`config.mk`:
```
export PLATFORM = sky130hd
export DESIGN_NAME = mips_bus_arbiter
export DESIGN_NICKNAME = d
export VERILOG_FILES = /design/src/rtl/mips_bus_arbiter_pkg.sv /design/src/rtl/mips_bus_arbiter.sv
export SDC_FILE = /design/constraint.sdc
export NUM_CORES = 1
export LEC_CHECK = 0
export ABC_AREA = 0
export BUFFER_PORTS_ARGS = -buffer_cell sky130_fd_sc_hd__buf_2
export CELL_PAD_IN_SITES_DETAIL_PLACEMENT = 0
export CELL_PAD_IN_SITES_GLOBAL_PLACEMENT = 1
export CORE_AREA = 4 4 120 122
export DETAILED_ROUTE_END_ITERATION = 8
export DIE_AREA = 0 0 124 126
export PLACE_DENSITY_LB_ADDON = 0.1
export SLEW_MARGIN = 30
export SYNTH_ARGS = -nofsm -noshare
export SYNTH_HDL_FRONTEND = slang
export SYNTH_SLANG_ARGS = --single-unit
```
`constraint.sdc`:
```
create_clock -name clk -period 1.65 [get_ports clk]
set_input_delay 0.33 -clock clk [delete_from_list [all_inputs] [get_ports clk]]
set_output_delay 0.33 -clock clk [all_outputs]
set_load 0.01 [all_outputs]
```
`src/rtl/mips_bus_arbiter_pkg.sv`:
```
// mips_bus_arbiter_pkg: arbiter state encoding and grant constants
package mips_bus_arbiter_pkg;
  typedef enum logic [1:0] {IDLE, OWN_M0, OWN_M1} arb_state_t;
  localparam logic [1:0] GRANT_NONE = 2'b00;
  localparam logic [1:0] GRANT_M0 = 2'b01;
  localparam logic [1:0] GRANT_M1 = 2'b10;
endpackage

```
`src/rtl/mips_bus_arbiter.sv`:
```
// mips_bus_arbiter: round-robin arbiter sharing one Avalon bus between fetch (m0) and load/store (m1)
module mips_bus_arbiter
  import mips_bus_arbiter_pkg::*;
(
  input  logic        clk,
  input  logic        reset,
  input  logic [31:0] m0_address,
  input  logic        m0_read,
  input  logic        m0_write,
  input  logic [31:0] m0_writedata,
  input  logic [3:0]  m0_byteenable,
  output logic        m0_waitrequest,
  output logic [31:0] m0_readdata,
  input  logic [31:0] m1_address,
  input  logic        m1_read,
  input  logic        m1_write,
  input  logic [31:0] m1_writedata,
  input  logic [3:0]  m1_byteenable,
  output logic        m1_waitrequest,
  output logic [31:0] m1_readdata,
  output logic [31:0] address,
  output logic        read,
  output logic        write,
  output logic [31:0] writedata,
  output logic [3:0]  byteenable,
  input  logic        waitrequest,
  input  logic [31:0] readdata,
  output logic [1:0]  grant
);
  arb_state_t state_q, state_d;
  logic last_q, last_d;
  logic req0, req1, own0, own1;
  assign req0 = m0_read | m0_write;
  assign req1 = m1_read | m1_write;
  // reset forces the idle view combinationally, even mid-transfer
  assign own0 = !reset && state_q == OWN_M0;
  assign own1 = !reset && state_q == OWN_M1;
  always_comb begin
    address = own0 ? m0_address : own1 ? m1_address : '0;
    read = own0 ? m0_read : own1 ? m1_read : 1'b0;
    write = own0 ? m0_write : own1 ? m1_write : 1'b0;
    writedata = own0 ? m0_writedata : own1 ? m1_writedata : '0;
    byteenable = own0 ? m0_byteenable : own1 ? m1_byteenable : '0;
    m0_waitrequest = own0 ? waitrequest : 1'b1;
    m1_waitrequest = own1 ? waitrequest : 1'b1;
    m0_readdata = own0 ? readdata : '0;
    m1_readdata = own1 ? readdata : '0;
    grant = own0 ? GRANT_M0 : own1 ? GRANT_M1 : GRANT_NONE;
    // last_q=1 means m1 was served last, so m0 wins a tie
    state_d = (state_q == IDLE) ? ((req0 && (!req1 || last_q)) ? OWN_M0 : req1 ? OWN_M1 : IDLE)
            : (state_q == OWN_M0) ? (!req0 ? IDLE : waitrequest ? OWN_M0 : req1 ? OWN_M1 : IDLE)
            : (state_q == OWN_M1) ? (!req1 ? IDLE : waitrequest ? OWN_M1 : req0 ? OWN_M0 : IDLE)
            : IDLE;
    last_d = (own0 && req0 && !waitrequest) ? 1'b0 : (own1 && req1 && !waitrequest) ? 1'b1 : last_q;
  end
  always_ff @(posedge clk) begin
    if (reset) begin
      state_q <= IDLE;
      last_q <= 1'b1;
    end else begin
      state_q <= state_d;
      last_q <= last_d;
    end
  end
endmodule

```
==> results of run 1 <==
## through the flow
stage | cell area [um^2] | utilization [%] | hold WS [ns] | setup slack (ns)
2_1_floorplan | 1315 | - | 0.4840 | 0.09328
3_3_place_gp | 3154 | 23.91 | 0.5351 | -0.05845
3_5_place_dp | 3154 | 23.91 | 0.5207 | -0.08850
4_1_cts | 3973 | 30.12 | 0.4378 | -0.1967
5_1_grt | 4233 | 32.09 | 0.4555 | -0.2627
6_report | 4233 | 32.09 | 0.4492 | -0.1995
## repair_timing
action                     CTS  global route
pin swaps                   18            58
cloned                      14             7
setup endpoints to repair  138           136
gates resized for setup     59            51
setup buffers               14             3
## final timing paths
kind,startpoint,end,slack [ns],cells after the start
worst min register to register,last_q$_SDFFE_PP1P_,last_q$_SDFFE_PP1P_,0.52,2
worst max-delay path,state_q[1]$_SDFF_PP0_,address[25],-0.20,6
worst min-delay path,m0_read,state_q[0]$_SDFF_PP0_,0.45,3
worst max register to register,state_q[0]$_SDFF_PP0_,last_q$_SDFFE_PP1P_,0.24,7
## worst max-delay path, stage by stage (launching register included)
cell and delay (ns):
dfxtp_4 0.35, nor3b_4 0.20, buf_6 0.15, buf_12 0.16
clkbuf_16 0.17, a22o_1 0.13, buf_2 0.12
## cells by family (layout without fill, tap and decap cells)
family / count (synthesis) / count (layout) / synth area share, %
compound gates: 79 / 79 / 51.38
simple gates: 74 / 74 / 34.82
buf+inv: 24 / 362 / 9.230
flops: 3 / 3 / 4.567
other cells: 0 / 1 / 0
## state kept, by name, summed over array words and instances (netlist names)
name and cells:
last_q 1, state_q 2
## area by class of cell
type / count / area, um^2 / share of cell area, %
Sequential cell: 3 / 67.56 / 1.596
Inverter: 1 / 3.754 / 0.08868
Multi-Input combinational cell: 153 / 1224 / 28.91
Tap cell: 176 / 220.2 / 5.202
Antenna cell: 1 / 2.502 / 0.05912
Timing Repair Buffer: 357 / 2636 / 62.28
Clock buffer: 4 / 78.83 / 1.862
## placed cells by master (no fill, tap or decap), drive strengths merged
cell and n:
nor3b 2, and2 64, a2bb2oi 1, nor2 5, clkbuf 11, nand2b 1, o21ai 3, a22o 70
a21oi 1, dfxtp 3, o211ai 1, bufbuf 1, a211o 1, inv 1, nand2 2, diode 1
a221oi 1, buf 349, o311ai 1
## metal layers
layer	part of all wire [%]	routed length, um	vias to the layer above
met4	0.52	61	0
li1	-	-	1366
met5	0	0	-
met2	54	6384	173
met3	9.9	1166	4
met1	35	4183	1260
## power groups by stage
stage          sequential (mW)  combinational, mW  clock [mW]
6_report                0.0920               1.23       0.382
5_1_grt                 0.0932               1.33       0.399
4_1_cts                 0.0922               1.19       0.390
3_5_place_dp            0.0908              0.884           0
3_3_place_gp            0.0926              0.889           0
2_1_floorplan           0.0896              0.390           0
==> impl_metrics.ini, run 1 <==
[finish]
area_growth_pct = 221.9
n_fill_cell = 1430
drive_above_1_share_pct = 75.48
layout.nets = 694
fin_cells = 695

[synth]
async_flop_share_pct = 0
synthTopCellsByCount = 70 x a22o_1, 64 x and2_1, 10 x buf_2
synth.yosys.warnings = 0
synth_edf_count = 0
synthesis.nets = 355
synth_most_common_cell = a22o_1
syn_inst = 180
synth_flop_cell = dfxtp_1
synth.area.top_cells = a22o_1 47%, and2_1 30%, dfxtp_1 4.6%, buf_2 3.8%, buf_4 2.9%
yosysTopAreaCell = a22o_1
synth-seq-area-share_pct = 4.567
synthDistinctLibCells = 18
syn_area_um2 = 1315
ys_ff_latch = 3
synth_top_area_share_pct = 46.62
avgSynthCellArea_um2 = 7.306

[clock_tree]
ctsHoldBuffers = 0
clock-root-buffer = clkbuf_16
cts.sinks = 3
numCtsBuffers = 3
cts_max_path_buffers = 2
clk_latency_ns = 0.22
cts_tree = built
cts.clk_slew.worst_paths_ns = 0.03
htreeDepth = 1

[status]
outcome = finished with violations
violations = setup timing

[global_routing]
grt_max_degree = 18
grt_overflow = 0
top_usage_layer = met2
grtUsageMet3_pct = 2.691
grt_pass1_vias = 2863
gr-usage-met1_pct = 14.11
grt_util_all_layers_pct = 13.27
antenna_found_initial = 1
gr-usage-met2_pct = 26.92
grt_pass1_wl_um = 15770

[setup_path]
critPathMaxFanout = 8
critical_path_required_ns = 1.32
endpoint_kind = output pin
worstPathArrival_ns = 1.52
start_kind = register
worst-setup-path-type = register to output pin

[power]
p_clk_share_pct = 22.5
p_sw_uw = 578.4
peakVddDrop_mv = 0.2268
internal_power_mw = 1.123
p_per_area_nw_per_um2 = 401.9
power_mw = 1.701
comb_power_share_pct = 72.1
seqPwrFrac_pct = 5.4
sw_frac_of_total_pct = 34.00
p_leak_nw = 2.431

[timing]
min_period_over_period_pct = 112.1
rsz0062_at_grt = yes
setup_slack_ns = -0.1995
hold_violations = 0
max-slew-margin-rel_pct = 79.52
fin_setup_tns_ns = -15.49
finClkSkew_ns = 0.001017
slew_viol_final = 0
min_period_ns = 1.849
clock.fmax_ghz = 0.5407
setup-violations-final = 135
tightest_slew_ns = 0.3034

[floorplan]
dieWidth_um = 124
ios = 313
start_util_pct = 9.970
dieArea_um2 = 15620
core_um2 = 13190
num_rows = 42
die_h_um = 126

[detailed_routing]
routed_wl_um = 11800
viasPerCell = 4.033
drtIter0Drc = 75
dr_total_vias = 2803
wl_per_cell_um = 16.97
ant_nets = 0
dr.pass1.iters = 6
drc = 0

[worst_hold_path]
worstHoldPathType = primary input to register

[place]
gp_congestion = 0.7310
dp_hpwl_um = 7998
dp_cells = 660
io_buffer_count = 312

[run]
drv_cap = 0
(Power assumes the default switching activity.)
==> run 2: changes to the inputs <==
Settings changed: CTS_BUF_LIST set to sky130_fd_sc_hd__clkbuf_8.
==> impl_metrics.ini, run 2 (synthesis gave the netlist of run 1 again) <==
[timing]
hold_violations = 0
min_period_over_period_pct = 110.6
fin_hold_ws_ns = 0.4561
min_period_ns = 1.825
slew_viol_final = 0
fin_setup_tns_ns = -13.35
rsz0062_at_grt = yes
clock.fmax_ghz = 0.5479
setup-violations-final = 123
finClkSkew_ns = 0.002339
tightest_slew_ns = 0.3016
max-slew-margin-rel_pct = 79.64
setup_slack_ns = -0.1752

[setup_path]
cpLargestDelayFamily = buffers and inverters
cp_slowest_cell = dfxtp_4
worstPathArrival_ns = 1.50
worst_path_most_repeated_cell = buf_12
critPathMaxFanout = 9
critical_path_required_ns = 1.32
crit_buf_inv = 4
endpoint_kind = output pin
start_kind = register
crit_path_max_incr_delay_ns = 0.35
regToRegSetupSlack_ns = 0.24
crit_chain = nor3b_4 -> buf_6 -> buf_12 -> buf_12 -> a22o_1 -> buf_2
worst-setup-path-type = register to output pin

[finish]
layout.nets = 688
regMostFlops = state_q
final_cell_mix = 256 x buf_2, 70 x a22o_1, 66 x buf_6, 42 x and2_4, 22 x and2_1
area_growth_pct = 218.1
top_regs = state_q: 2 flops, last_q: 1 flops
post-route-util_pct = 31.71
final_common_cell = buf_2
drive_above_1_share_pct = 78.52
largest_reg_flops = 2

[power]
peakVddDrop_mv = 0.1516
power_mw = 1.491
p_per_area_nw_per_um2 = 356.4
p_leak_nw = 2.386

[floorplan]
die_h_um = 126
ios = 313
dieArea_um2 = 15620
num_rows = 42
core_um2 = 13190
dieWidth_um = 124
start_util_pct = 9.970

[place]
io_buffer_count = 312
dp_hpwl_um = 7998
gp_congestion = 0.7310
pre_cts_ws_ns = -0.08850

[detailed_routing]
viasPerCell = 4.022
routed_wl_um = 11620
dr_total_vias = 2771
drc = 0
dr.pass1.iters = 5
wl_per_cell_um = 16.87
ant_nets = 0
drtIter0Drc = 73

[global_routing]
grt_overflow = 0
grt_max_degree = 32
grt_pass1_wl_um = 15230
grt_pass1_vias = 2812
grt_util_all_layers_pct = 12.70
antenna_found_initial = 1

[clock_tree]
ctsHoldBuffers = 0
cts_tree = built
cts_max_path_buffers = 2
htreeDepth = 1
numCtsBuffers = 3
cts.clk_slew.worst_paths_ns = 0.03
cts.sinks = 3
clk_latency_ns = 0.21
clock-root-buffer = clkbuf_8

[status]
violations = setup timing
outcome = finished with violations

[worst_hold_path]
worstHoldPathType = primary input to register

[run]
drv_cap = 0
run 2: layout make-up:
type                       instances  area, um^2
antenna                            1       2.502
clock buffer                       3       41.29
clock inverter                     1       3.754
fill                            1445        9007
inverter                           1       3.754
multi-input combinational        153        1266
sequential                         3       67.56
tap                              176       220.2
timing repair buffer             351        2577
run 2: per-layer routing:
metal	part of all wire (%)	GRT usage [%]	wire (um)	up-vias
met5	0	0	0	-
met4	0.52	1.418	61	0
met3	9.0	2.691	1042	4
met2	54	25.99	6286	161
met1	36	13.22	4229	1256
li1	-	-	-	1350
run 2: report_power, final:
group | switching (mW) | internal, mW | total (mW)
registers | 0.00970 | 0.0825 | 0.0922
logic | 0.500 | 0.693 | 1.19
clock network | 0.0475 | 0.158 | 0.206
total | 0.557 | 0.934 | 1.49
run 2: what timing repair did:
action,4_1_cts,5_1_grt
pin swaps,18,45
cloned,11,7
gates resized for setup,48,99
endpoints found under the hold margin,0,0
endpoints found under the setup margin,138,136
setup buffers,11,3
run 2: path summary, 6_finish.rpt:
path | start | endpoint | cells past startpoint
worst max-delay path | state_q[1]$_SDFF_PP0_ | address[31] | 6
worst min-delay path | m0_write | state_q[0]$_SDFF_PP0_ | 3
worst max register to register | state_q[1]$_SDFF_PP0_ | state_q[0]$_SDFF_PP0_ | 7
worst min register to register | last_q$_SDFFE_PP1P_ | last_q$_SDFFE_PP1P_ | 2
run 2: worst reg2reg max path, delay by kind of cell (launching register included):
family                 cells  cell delay, ns
and+or+nand+nor            1            0.22
AOI/OAI and AO/OA          2            0.25
buffers and inverters      4            0.51
DFF                        1            0.35
run 2: through the flow:
| stage | cells | area (um^2) |
|---|---|---|
| after floorplan | 180 | 1315 |
| after global placement | 660 | 3154 |
| after detailed placement | 660 | 3154 |
| after CTS | 685 | 3754 |
| after global routing | 689 | 4183 |
| final | 689 | 4183 |
